## src/rtl/alu_issue.sv

```systemverilog
// Issue front end for the datapath ALU: request handshake -> ALU drive -> captured result handshake.
// Optional macro ALU_ISSUE_CARRY_CHAIN_EN keeps a carry flag so ADC/SBB can chain multi-word arithmetic.
`ifndef NBITS
`define NBITS 8
`endif

module alu_issue #(
    parameter int NBITS = `NBITS
) (
    input  logic             clk,
    input  logic             rst,
    input  logic             req_valid,
    output logic             req_ready,
    input  logic [2:0]       req_op,
    input  logic [NBITS-1:0] req_a,
    input  logic [NBITS-1:0] req_b,
    output logic [1:0]       alu_f,
    output logic [NBITS-1:0] alu_a,
    output logic [NBITS-1:0] alu_b,
    output logic             alu_c_in,
    input  logic [NBITS-1:0] alu_y,
    input  logic             alu_c_out,
    output logic             res_valid,
    input  logic             res_ready,
    output logic [NBITS-1:0] res_data,
    output logic             res_carry
);

    typedef enum logic [1:0] {IDLE, EXEC, HOLD} state_t;

    state_t           state;
    state_t           state_next;
    logic             accept;
    logic             capture;
    logic             adc_c_in;
    logic             sbb_c_in;
    logic [1:0]       dec_f;
    logic [NBITS-1:0] dec_b;
    logic             dec_c_in;

    assign accept  = req_valid && req_ready;
    assign capture = (state == EXEC);

    always_ff @(posedge clk) begin
        if (rst) state <= IDLE;
        else     state <= state_next;
    end

    always_comb begin
        state_next = state;
        case (state)
            IDLE:    if (accept) state_next = EXEC;
            EXEC:    state_next = HOLD;
            HOLD:    if (res_ready) state_next = IDLE;
            default: state_next = IDLE;
        endcase
    end

    always_comb begin
        req_ready = (state == IDLE) && !rst;
        res_valid = (state == HOLD);
    end

`ifdef ALU_ISSUE_CARRY_CHAIN_EN
    logic carry_flag;

    assign adc_c_in = carry_flag;
    assign sbb_c_in = carry_flag;

    // The flag only moves on arithmetic captures, so it doubles as the reported carry.
    always_ff @(posedge clk) begin
        if (rst) begin
            res_data   <= '0;
            carry_flag <= 1'b0;
        end else if (capture) begin
            res_data <= alu_y;
            if (alu_f == 2'b11) carry_flag <= alu_c_out;
        end
    end

    assign res_carry = carry_flag;
`else
    assign adc_c_in = 1'b0;
    assign sbb_c_in = 1'b1;

    always_ff @(posedge clk) begin
        if (rst) begin
            res_data  <= '0;
            res_carry <= 1'b0;
        end else if (capture) begin
            res_data  <= alu_y;
            res_carry <= (alu_f == 2'b11) && alu_c_out;
        end
    end
`endif

    // Subtraction is A + ~B + c_in; INC is A + 0 + 1.
    always_comb begin
        dec_f    = (req_op < 3'd3) ? req_op[1:0] : 2'b11;
        dec_b    = req_b;
        dec_c_in = 1'b0;
        case (req_op)
            3'd4: dec_c_in = adc_c_in;
            3'd5: begin
                dec_b    = ~req_b;
                dec_c_in = 1'b1;
            end
            3'd6: begin
                dec_b    = ~req_b;
                dec_c_in = sbb_c_in;
            end
            3'd7: begin
                dec_b    = '0;
                dec_c_in = 1'b1;
            end
            default: ;
        endcase
    end

    always_ff @(posedge clk) begin
        if (rst) begin
            alu_f    <= 2'b00;
            alu_a    <= '0;
            alu_b    <= '0;
            alu_c_in <= 1'b0;
        end else if (accept) begin
            alu_f    <= dec_f;
            alu_a    <= req_a;
            alu_b    <= dec_b;
            alu_c_in <= dec_c_in;
        end
    end

endmodule

```

## config.mk

```make
export PLATFORM = sky130hd
export DESIGN_NAME = alu_issue
export DESIGN_NICKNAME = d
export VERILOG_FILES = /design/src/rtl/alu_issue.sv
export SDC_FILE = /design/constraint.sdc
export NUM_CORES = 1
export LEC_CHECK = 0
export ABC_AREA = 1
export BUFFER_PORTS_ARGS = -buffer_cell sky130_fd_sc_hd__clkbuf_2
export CAP_MARGIN = 20
export CORE_MARGIN = 2
export CORE_UTILIZATION = 40
export CTS_BUF_LIST = sky130_fd_sc_hd__clkbuf_8
export DETAILED_ROUTE_END_ITERATION = 8
export PLACE_DENSITY_LB_ADDON = 0.2
export SLEW_MARGIN = 5
export SYNTH_ARGS = -nofsm -noshare
export SYNTH_HDL_FRONTEND = slang
export SYNTH_SLANG_ARGS = --single-unit
```

## constraint.sdc

```tcl
create_clock -name clk -period 2.3 [get_ports clk]
set_clock_uncertainty 0.2 [all_clocks]
set_input_delay 0.46 -clock clk [delete_from_list [all_inputs] [get_ports clk]]
set_output_delay 0.46 -clock clk [all_outputs]
set_load 0.05 [all_outputs]
```

==> results.ini, run 1 <==
[setup_path]
cp_slowest_cell=clkbuf_2
crit_family=buffers and inverters
crit_path_start_kind=input pin
cp_cell_sequence=clkbuf_2 > inv_1 > nand2_1 > inv_1 > clkbuf_2
required_ns=1.64
critPathKind=input pin to output pin
crit_path_max_fanout=10
worstPathArrival_ns=1.20
setup.worst_path.start=rst
path_buf_inv=4
r2r-start=state[0]$_SDFFE_PP0P_
cp-end-kind=output pin
critical-path-max-stage-delay_ns=0.26

[power_and_ir_drop]
switching_share_pct=33.57
vdd_ir_drop_max_mv=0.3102
clkPwrFrac_pct=28.6
p_int_mw=0.8461
net-switching-power_mw=0.4276
totalPowerFinal_mw=1.274
p_leak_nw=0.9723
seqPwrFrac_pct=45.7
comb_power_share_pct=25.6
p_per_area_nw_per_um2=749.6

[drt]
wl_um=2822
ant_nets=0
vias=1302
drtIter0Drc=35
wl_per_cell_um=9.566
drc=0
viasPerCell=4.414
dr.pass1.iters=4

[synthesis]
ys_types=13
syn_nets=220
synth.avg_cell_area_um2=6.822
ys_ff_latch=30
syn_inst=188
syn_area_um2=1282
yosys_warnings=0
seq_area_frac_synth_pct=46.83

[cts]
clockBufferDepth=2
cts.sinks=30
ctsHoldBuffers=0
clk_pin_slew_ns=0.06
cts-htree-levels=2
numCtsBuffers=5
cts_tree=built
clock_latency_ns=0.27
cts-root-buf=clkbuf_8
cts-resized-gates=0
post-cts-setup-buffer-count=0

[sta]
hold_viol=0
relSlewSlack_pct=79.71
fmax_mhz=538.3
layout_setup_ws_ns=0.4423
tightestPinTransition_ns=0.3041
fin_tns_setup_ns=0
finalSetupViolCount=0
finalMaxSlewViolations=0
rsz0062_at_grt=false
finalHoldWorstSlack_ns=0.1634
final.period_utilization_pct=80.77
finalCriticalPeriod_ns=1.858

[die]
core_area_um2=3053
initial_core_util_pct=42.01
dieArea_um2=3675
die_w_um=60.63
io_pins=62
dieHeight_um=60.63
rows=20

[global_route]
grt_util_all_layers_pct=17.14
grt_max_degree=22
grt_pass1_wl_um=4685
grt-ovfl-total=0
grt_pass1_vias=1134
antenna_found_initial=0

[place]
globalplace.congestion=0.7039
dp_hpwl_um=2082
place_ws_ns=0.4367
io_buffers=61

[run_status]
status=completed

[layout]
syn_to_final_growth_pct=32.49
antennaDiodeCount=0
fin_nets=283
drive_gt1_share_pct=28.29

[job]
cap_violations=0

[worst_hold_path]
min_path_type=input pin to register
hold_start=rst

-- power groups by stage --
| stage | Sequential, mW | Clock, mW | Combinational (mW) |
|---|---|---|---|
| 2_1_floorplan | 0.724 | 0 | 0.111 |
| 3_3_place_gp | 0.593 | 0 | 0.327 |
| 3_5_place_dp | 0.593 | 0 | 0.328 |
| 4_1_cts | 0.582 | 0.377 | 0.329 |
| 5_1_grt | 0.588 | 0.402 | 0.360 |
| 6_report | 0.582 | 0.365 | 0.327 |
-- placed cells by master (no fill, tap or decap), drive strengths merged --
cell type / n
nand3: 36
nand2: 36
clkbuf: 66
a21oi: 3
buf: 2
clkinv: 1
dfxtp: 30
o21ai: 9
inv: 29
nor2: 39
-- cell usage after synthesis (all sizes together) --
cell,instances,area share [%]
o21ai,9,3.5
a21oi,3,1.2
nand3,36,14
clkinv,1,0.29
nand2,36,11
nor2,39,12
inv,27,7.9
buf,7,3.7
dfxtp,30,47
-- layer usage --
metal / track usage (%) / routed length, um / up-vias / part of all wire, %
met5: 0 / 0 / - / 0
met4: 7.453 / 44 / 0 / 1.6
met3: 6.397 / 239 / 6 / 8.5
met2: 26.11 / 1175 / 46 / 42
met1: 21.73 / 1363 / 545 / 48
li1: - / - / 705 / -
-- per-stage QoR --
stage | utilization (%) | cells | cell area [um^2]
CTS | 55.66 | 295 | 1699
global route | 55.66 | 295 | 1699
floorplan | - | 188 | 1282
detailed placement | 53.16 | 288 | 1623
finish | 55.66 | 295 | 1699
global placement | 53.16 | 288 | 1623
-- cells by family after synthesis --
| group | Yosys count | share of synthesized area [%] |
|---|---|---|
| buffers and inverters | 35 | 11.90 |
| DFF | 30 | 46.83 |
| AOI/OAI and AO/OA | 12 | 4.682 |
| and+or+nand+nor | 111 | 36.59 |
-- final cells by class --
type / count / area (um^2)
multi-input combinational: 123 / 529.3
inverter: 28 / 105.1
clock buffer: 5 / 68.82
fill: 332 / 1354
tap: 44 / 55.05
sequential: 30 / 600.6
timing repair buffer: 63 / 332.8
clock inverter: 2 / 7.507
-- flip-flops by register name, indices dropped and copies added (netlist names) --
signal	cells
state	2
res_carry	1
alu_f	2
alu_a	8
res_data	8
alu_c_in	1
alu_b	8
-- path summary, 6_finish.rpt --
check	cells past startpoint	to	slack (ns)
hold / removal	2	state[1]$_SDFFE_PP0P_	0.16
setup reg to reg	5	alu_b[5]$_SDFFE_PP0P_	0.80
hold reg to reg	2	alu_b[5]$_SDFFE_PP0P_	0.27
setup / recovery	5	req_ready	0.44
(Power assumes the default switching activity.)
==> run 2, diff against run 1 <==
==> constraint.sdc (replaced) <==
create_clock -name clk -period 1.7 [get_ports clk]
set_clock_uncertainty 0.2 [all_clocks]
set_input_delay 0.34 -clock clk [delete_from_list [all_inputs] [get_ports clk]]
set_output_delay 0.34 -clock clk [all_outputs]
set_load 0.05 [all_outputs]
==> run 2 against run 1 <==
Compared with the run above: non-clock buffer count is 3 higher; hold slack lost 0.11 ns; total power grew 41%; sequential share of layout area shrank 0.81 points; first-iteration DRC count grew 40%; cell area up 2.4%; register-to-register slack worse by 0.50 ns; clock power increased by 52%; final cell count grew 1.4%; largest power group unchanged; highest routed layer unchanged.
==> results.ini, run 2 (synthesized netlist as in run 1, its figures left out) <==
[global_route]
grt_max_degree=13
antenna_found_initial=0
grt_util_all_layers_pct=16.51
grt-ovfl-total=0
grt_pass1_wl_um=4554
grt_pass1_vias=1081

[drt]
wl_per_cell_um=9.314
ant_nets=0
dr.pass1.iters=4
vias=1312
drc=0
viasPerCell=4.388
drtIter0Drc=49
wl_um=2785

[die]
core_area_um2=3053
die_w_um=60.63
rows=20
dieArea_um2=3675
dieHeight_um=60.63
initial_core_util_pct=42.01
io_pins=62

[setup_path]
critPathKind=register to output pin
cp-end-kind=output pin
reg2reg_to=alu_b[4]$_SDFFE_PP0P_
worstPathArrival_ns=1.08
cp_slowest_cell=dfxtp_1
crit_path_max_fanout=2
required_ns=1.16
r2r-start=state[0]$_SDFFE_PP0P_
r2r_slack_ns=0.30
crit_family=buffers and inverters
critical-path-max-stage-delay_ns=0.34
path_buf_inv=2
cp_cell_sequence=inv_1 > nor2_1 > buf_2
crit_path_start_kind=register
reg2reg_depth=5

[layout]
drive_gt1_share_pct=29.80
top_regs=alu_a: 8 flops, alu_b: 8 flops, res_data: 8 flops
fillCellCount=317
fin_cells=299
fin_util_pct=56.97
fin_nets=286
final_common_cell=clkbuf_2
syn_to_final_growth_pct=35.61
antennaDiodeCount=0
layout_common_cells=clkbuf_2 (59), nor2_1 (38), nand2_1 (36)

[worst_hold_path]
hold_start=rst
min_path_cells=2
min_path_type=input pin to register
holdPathEnd=state[1]$_SDFFE_PP0P_

[cts]
cts.sinks=30
cts_tree=built
post-cts-setup-buffer-count=0
cts-root-buf=clkbuf_8
cts-htree-levels=2
numCtsBuffers=5
clockBufferDepth=2
clock_latency_ns=0.27
clk_pin_slew_ns=0.06

[sta]
hold_viol=0
finalMaxSlewViolations=0
finalCriticalPeriod_ns=1.621
fmax_mhz=617.0
rsz0062_at_grt=false
finalSetupViolCount=0
fin_tns_setup_ns=0
final.period_utilization_pct=95.34
tightestPinTransition_ns=0.3015
relSlewSlack_pct=79.84

[run_status]
status=completed

[place]
dp.cells=291
dp_hpwl_um=2179
globalplace.congestion=0.7326
io_buffers=61

[job]
cap_violations=0

[power_and_ir_drop]
p_leak_nw=0.9918
vdd_ir_drop_max_mv=0.4859
p_per_area_nw_per_um2=1030

-- run 2: cell count changes in the layout (fill, tap and decap cells not counted), sizes merged --
cell	before	now
clkbuf	66	65
clkinv	1	2
buf	2	7
inv	29	28
-- run 2: what timing repair did --
item                                    CTS  global route
gates resized for setup                   0             1
endpoints found under the setup margin    0             1
hold buffers                              0             0
-- run 2: power breakdown --
part           switching [mW]  leakage, nW  total (mW)  internal (mW)
combinational           0.325        0.693       0.450          0.125
clock                   0.234       0.0524       0.553          0.319
sequential             0.0281        0.247       0.787          0.759
-- run 2: per-layer routing --
metal	GRT usage (%)	wire [um]	share of wire, %
met3	4.051	176	6.3
met1	22.48	1376	49
met4	6.522	31	1.1
met5	0	0	0
met2	25.19	1200	43
-- run 2: stage by stage --
stage | cell area [um^2] | hold slack (ns) | power (mW) | setup WS [ns]
global placement | 1648 | 0.2655 | 1.253 | 0.2163
global route | 1739 | 0.04194 | 1.900 | 0.007245
floorplan | 1282 | 0.2091 | 1.130 | 0.04565
CTS | 1739 | 0.04247 | 1.813 | 0.05591
finish | 1739 | 0.05022 | 1.790 | 0.07921
detailed placement | 1648 | 0.2667 | 1.256 | 0.1411
-- run 2: area by class of cell --
class / instances / area [um^2] / area share (%)
multi-input combinational: 123 / 529.3 / 30.43
clock buffer: 6 / 82.58 / 4.748
timing repair buffer: 66 / 357.8 / 20.58
clock inverter: 2 / 8.758 / 0.5036
tap: 44 / 55.05 / 3.165
sequential: 30 / 600.6 / 34.53
inverter: 28 / 105.1 / 6.043
-- run 2: how the worst max path moves through the flow --
stage,from,endpoint,slack (ns),depth (start not counted)
after floorplan,rst,req_ready,0.05,5
after global placement,rst,alu_b[3]$_SDFFE_PP0P_,0.22,6
after detailed placement,rst,alu_b[4]$_SDFFE_PP0P_,0.14,6
after CTS,state[1]$_SDFFE_PP0P_,res_valid,0.06,3
after global routing,state[1]$_SDFFE_PP0P_,res_valid,0.007,3
final,state[1]$_SDFFE_PP0P_,res_valid,0.08,3
-- run 2: worst register-to-register path, stage by stage (launching register included) --
cell and delay [ns]:
dfxtp_1 0.36, nor2_2 0.07, nand3_2 0.17, clkinv_1 0.27
nand3_1 0.16, nand2_1 0.06
==> run 3, diff against run 2 <==
==> constraint.sdc (replaced) <==
create_clock -name clk -period 1.8 [get_ports clk]
set_clock_uncertainty 0.2 [all_clocks]
set_input_delay 0.36 -clock clk [delete_from_list [all_inputs] [get_ports clk]]
set_output_delay 0.36 -clock clk [all_outputs]
set_load 0.05 [all_outputs]
==> run 3 against run 2 <==
Compared with the run above: flip-flop and latch count unchanged; setup slack better by 0.051 ns; register-to-register slack better by 0.18 ns; sequential share of layout area down 0.15 points; largest cell class unchanged; hold slack better by 0.0073 ns; wire length down 0.43%; first-iteration DRC count up 39%; utilization up 0.25 points.
==> results.ini, run 3 (synthesized netlist as in run 1, its figures left out) <==
[run_status]
status=completed

[power_and_ir_drop]
comb_power_share_pct=23.5
p_leak_nw=0.9946
p_int_mw=1.235
switching_share_pct=31.30
seqPwrFrac_pct=41.3
clkPwrFrac_pct=35.2
vdd_ir_drop_max_mv=0.5587
net-switching-power_mw=0.5628
p_per_area_nw_per_um2=1029

[sta]
finalCriticalPeriod_ns=1.670
hold_viol=0
finalSetupViolCount=0
tightestPinTransition_ns=0.2938
fmax_mhz=599.0
relSlewSlack_pct=80.37
fin_tns_setup_ns=0
rsz0062_at_grt=false
layout_setup_ws_ns=0.1305
final.period_utilization_pct=92.75
finalMaxSlewViolations=0

[cts]
numCtsBuffers=5
cts.sinks=30
cts_tree=built
post-cts-setup-buffer-count=0
clockBufferDepth=2
clock_latency_ns=0.27
clk_pin_slew_ns=0.06
cts-root-buf=clkbuf_8
cts-resized-gates=0
ctsHoldBuffers=0
cts-htree-levels=2

[setup_path]
worstPathArrival_ns=1.11
cp_cell_sequence=inv_1 > nor2_1 > clkbuf_2
critical-path-max-stage-delay_ns=0.34
critPathKind=register to output pin
crit_path_start_kind=register
cp_slowest_cell=dfxtp_1
crit_path_max_fanout=2
required_ns=1.24
cp-end-kind=output pin

[drt]
maxUsedRoutingLayer=met4
ant_nets=0
vias=1304
drtIter0Drc=68
viasPerCell=4.376
wl_per_cell_um=9.305
wl_met2_um=1156
wl_um=2773
wl_met3_um=209
drc=0
m1WireLength_um=1358
dr.pass1.iters=4

[die]
io_pins=62
initial_core_util_pct=42.01
die_w_um=60.63
rows=20
core_area_um2=3053
dieArea_um2=3675
dieHeight_um=60.63

[worst_hold_path]
min_path_type=input pin to register

[layout]
antennaDiodeCount=0
area.sequential_um2=600.6
final_common_cell=clkbuf_2
fillCellCount=343
top_regs=alu_a: 8 flops, alu_b: 8 flops, res_data: 8 flops
multiInputGateArea_um2=529.3
fin_nets=285
syn_to_final_growth_pct=36.20
layout_common_cells=clkbuf_2 (60), nor2_1 (38), nand2_1 (36)
drive_gt1_share_pct=29.13

[global_route]
grt_pass1_vias=1106
grt-ovfl-total=0
grt_max_degree=17
grt_util_all_layers_pct=16.72
grt_pass1_wl_um=4574
antenna_found_initial=0

[place]
globalplace.congestion=0.7593
place_ws_ns=0.3434
dp_hpwl_um=2155
io_buffers=61

[job]
cap_violations=0

==> run 3: power by group through the flow <==
stage	Sequential, mW	Combinational (mW)	Clock, mW
CTS	0.743	0.427	0.650
global route	0.749	0.465	0.681
global placement	0.758	0.425	0
finish	0.743	0.423	0.632
detailed placement	0.758	0.427	0
floorplan	0.926	0.142	0
==> run 3: worst max-delay path: cells and delay by family, from the launching register on <==
family / cells / cell delay (ns)
and+or+nand+nor: 1 / 0.13
buffers and inverters: 2 / 0.36
DFF: 1 / 0.34
==> run 3: worst paths after layout <==
kind	depth (start not counted)	to	slack [ns]	from
max reg2reg	5	res_carry$_SDFFE_PP0N_	0.48	state[1]$_SDFFE_PP0P_
min reg2reg	2	alu_b[3]$_SDFFE_PP0P_	0.27	alu_b[3]$_SDFFE_PP0P_
max	3	res_valid	0.13	state[1]$_SDFFE_PP0P_
min	2	state[1]$_SDFFE_PP0P_	0.06	rst
==> run 3: layout make-up <==
| type | instances | area share [%] |
|---|---|---|
| Clock buffer | 5 | 3.940 |
| Clock inverter | 3 | 2.149 |
| Inverter | 28 | 6.017 |
| Multi-Input combinational cell | 123 | 30.30 |
| Sequential cell | 30 | 34.38 |
| Tap cell | 44 | 3.152 |
| Timing Repair Buffer | 65 | 20.06 |
==> run 3: metrics by stage <==
step	hold WS [ns]	instance area [um^2]	total power [mW]	utilization (%)	cells
finish	0.05749	1747	1.798	57.21	298
global route	0.06964	1747	1.895	57.21	298
CTS	0.04955	1747	1.820	57.21	298
detailed placement	0.2628	1640	1.184	53.73	290
global placement	0.2637	1640	1.182	53.73	290
floorplan	0.2291	1282	1.067	-	188
==> run 3: layer usage <==
metal	global-route usage, %	vias up
met1	21.29	547
met2	25.50	40
li1	-	712
met4	6.832	0
met3	6.397	5
met5	0	-
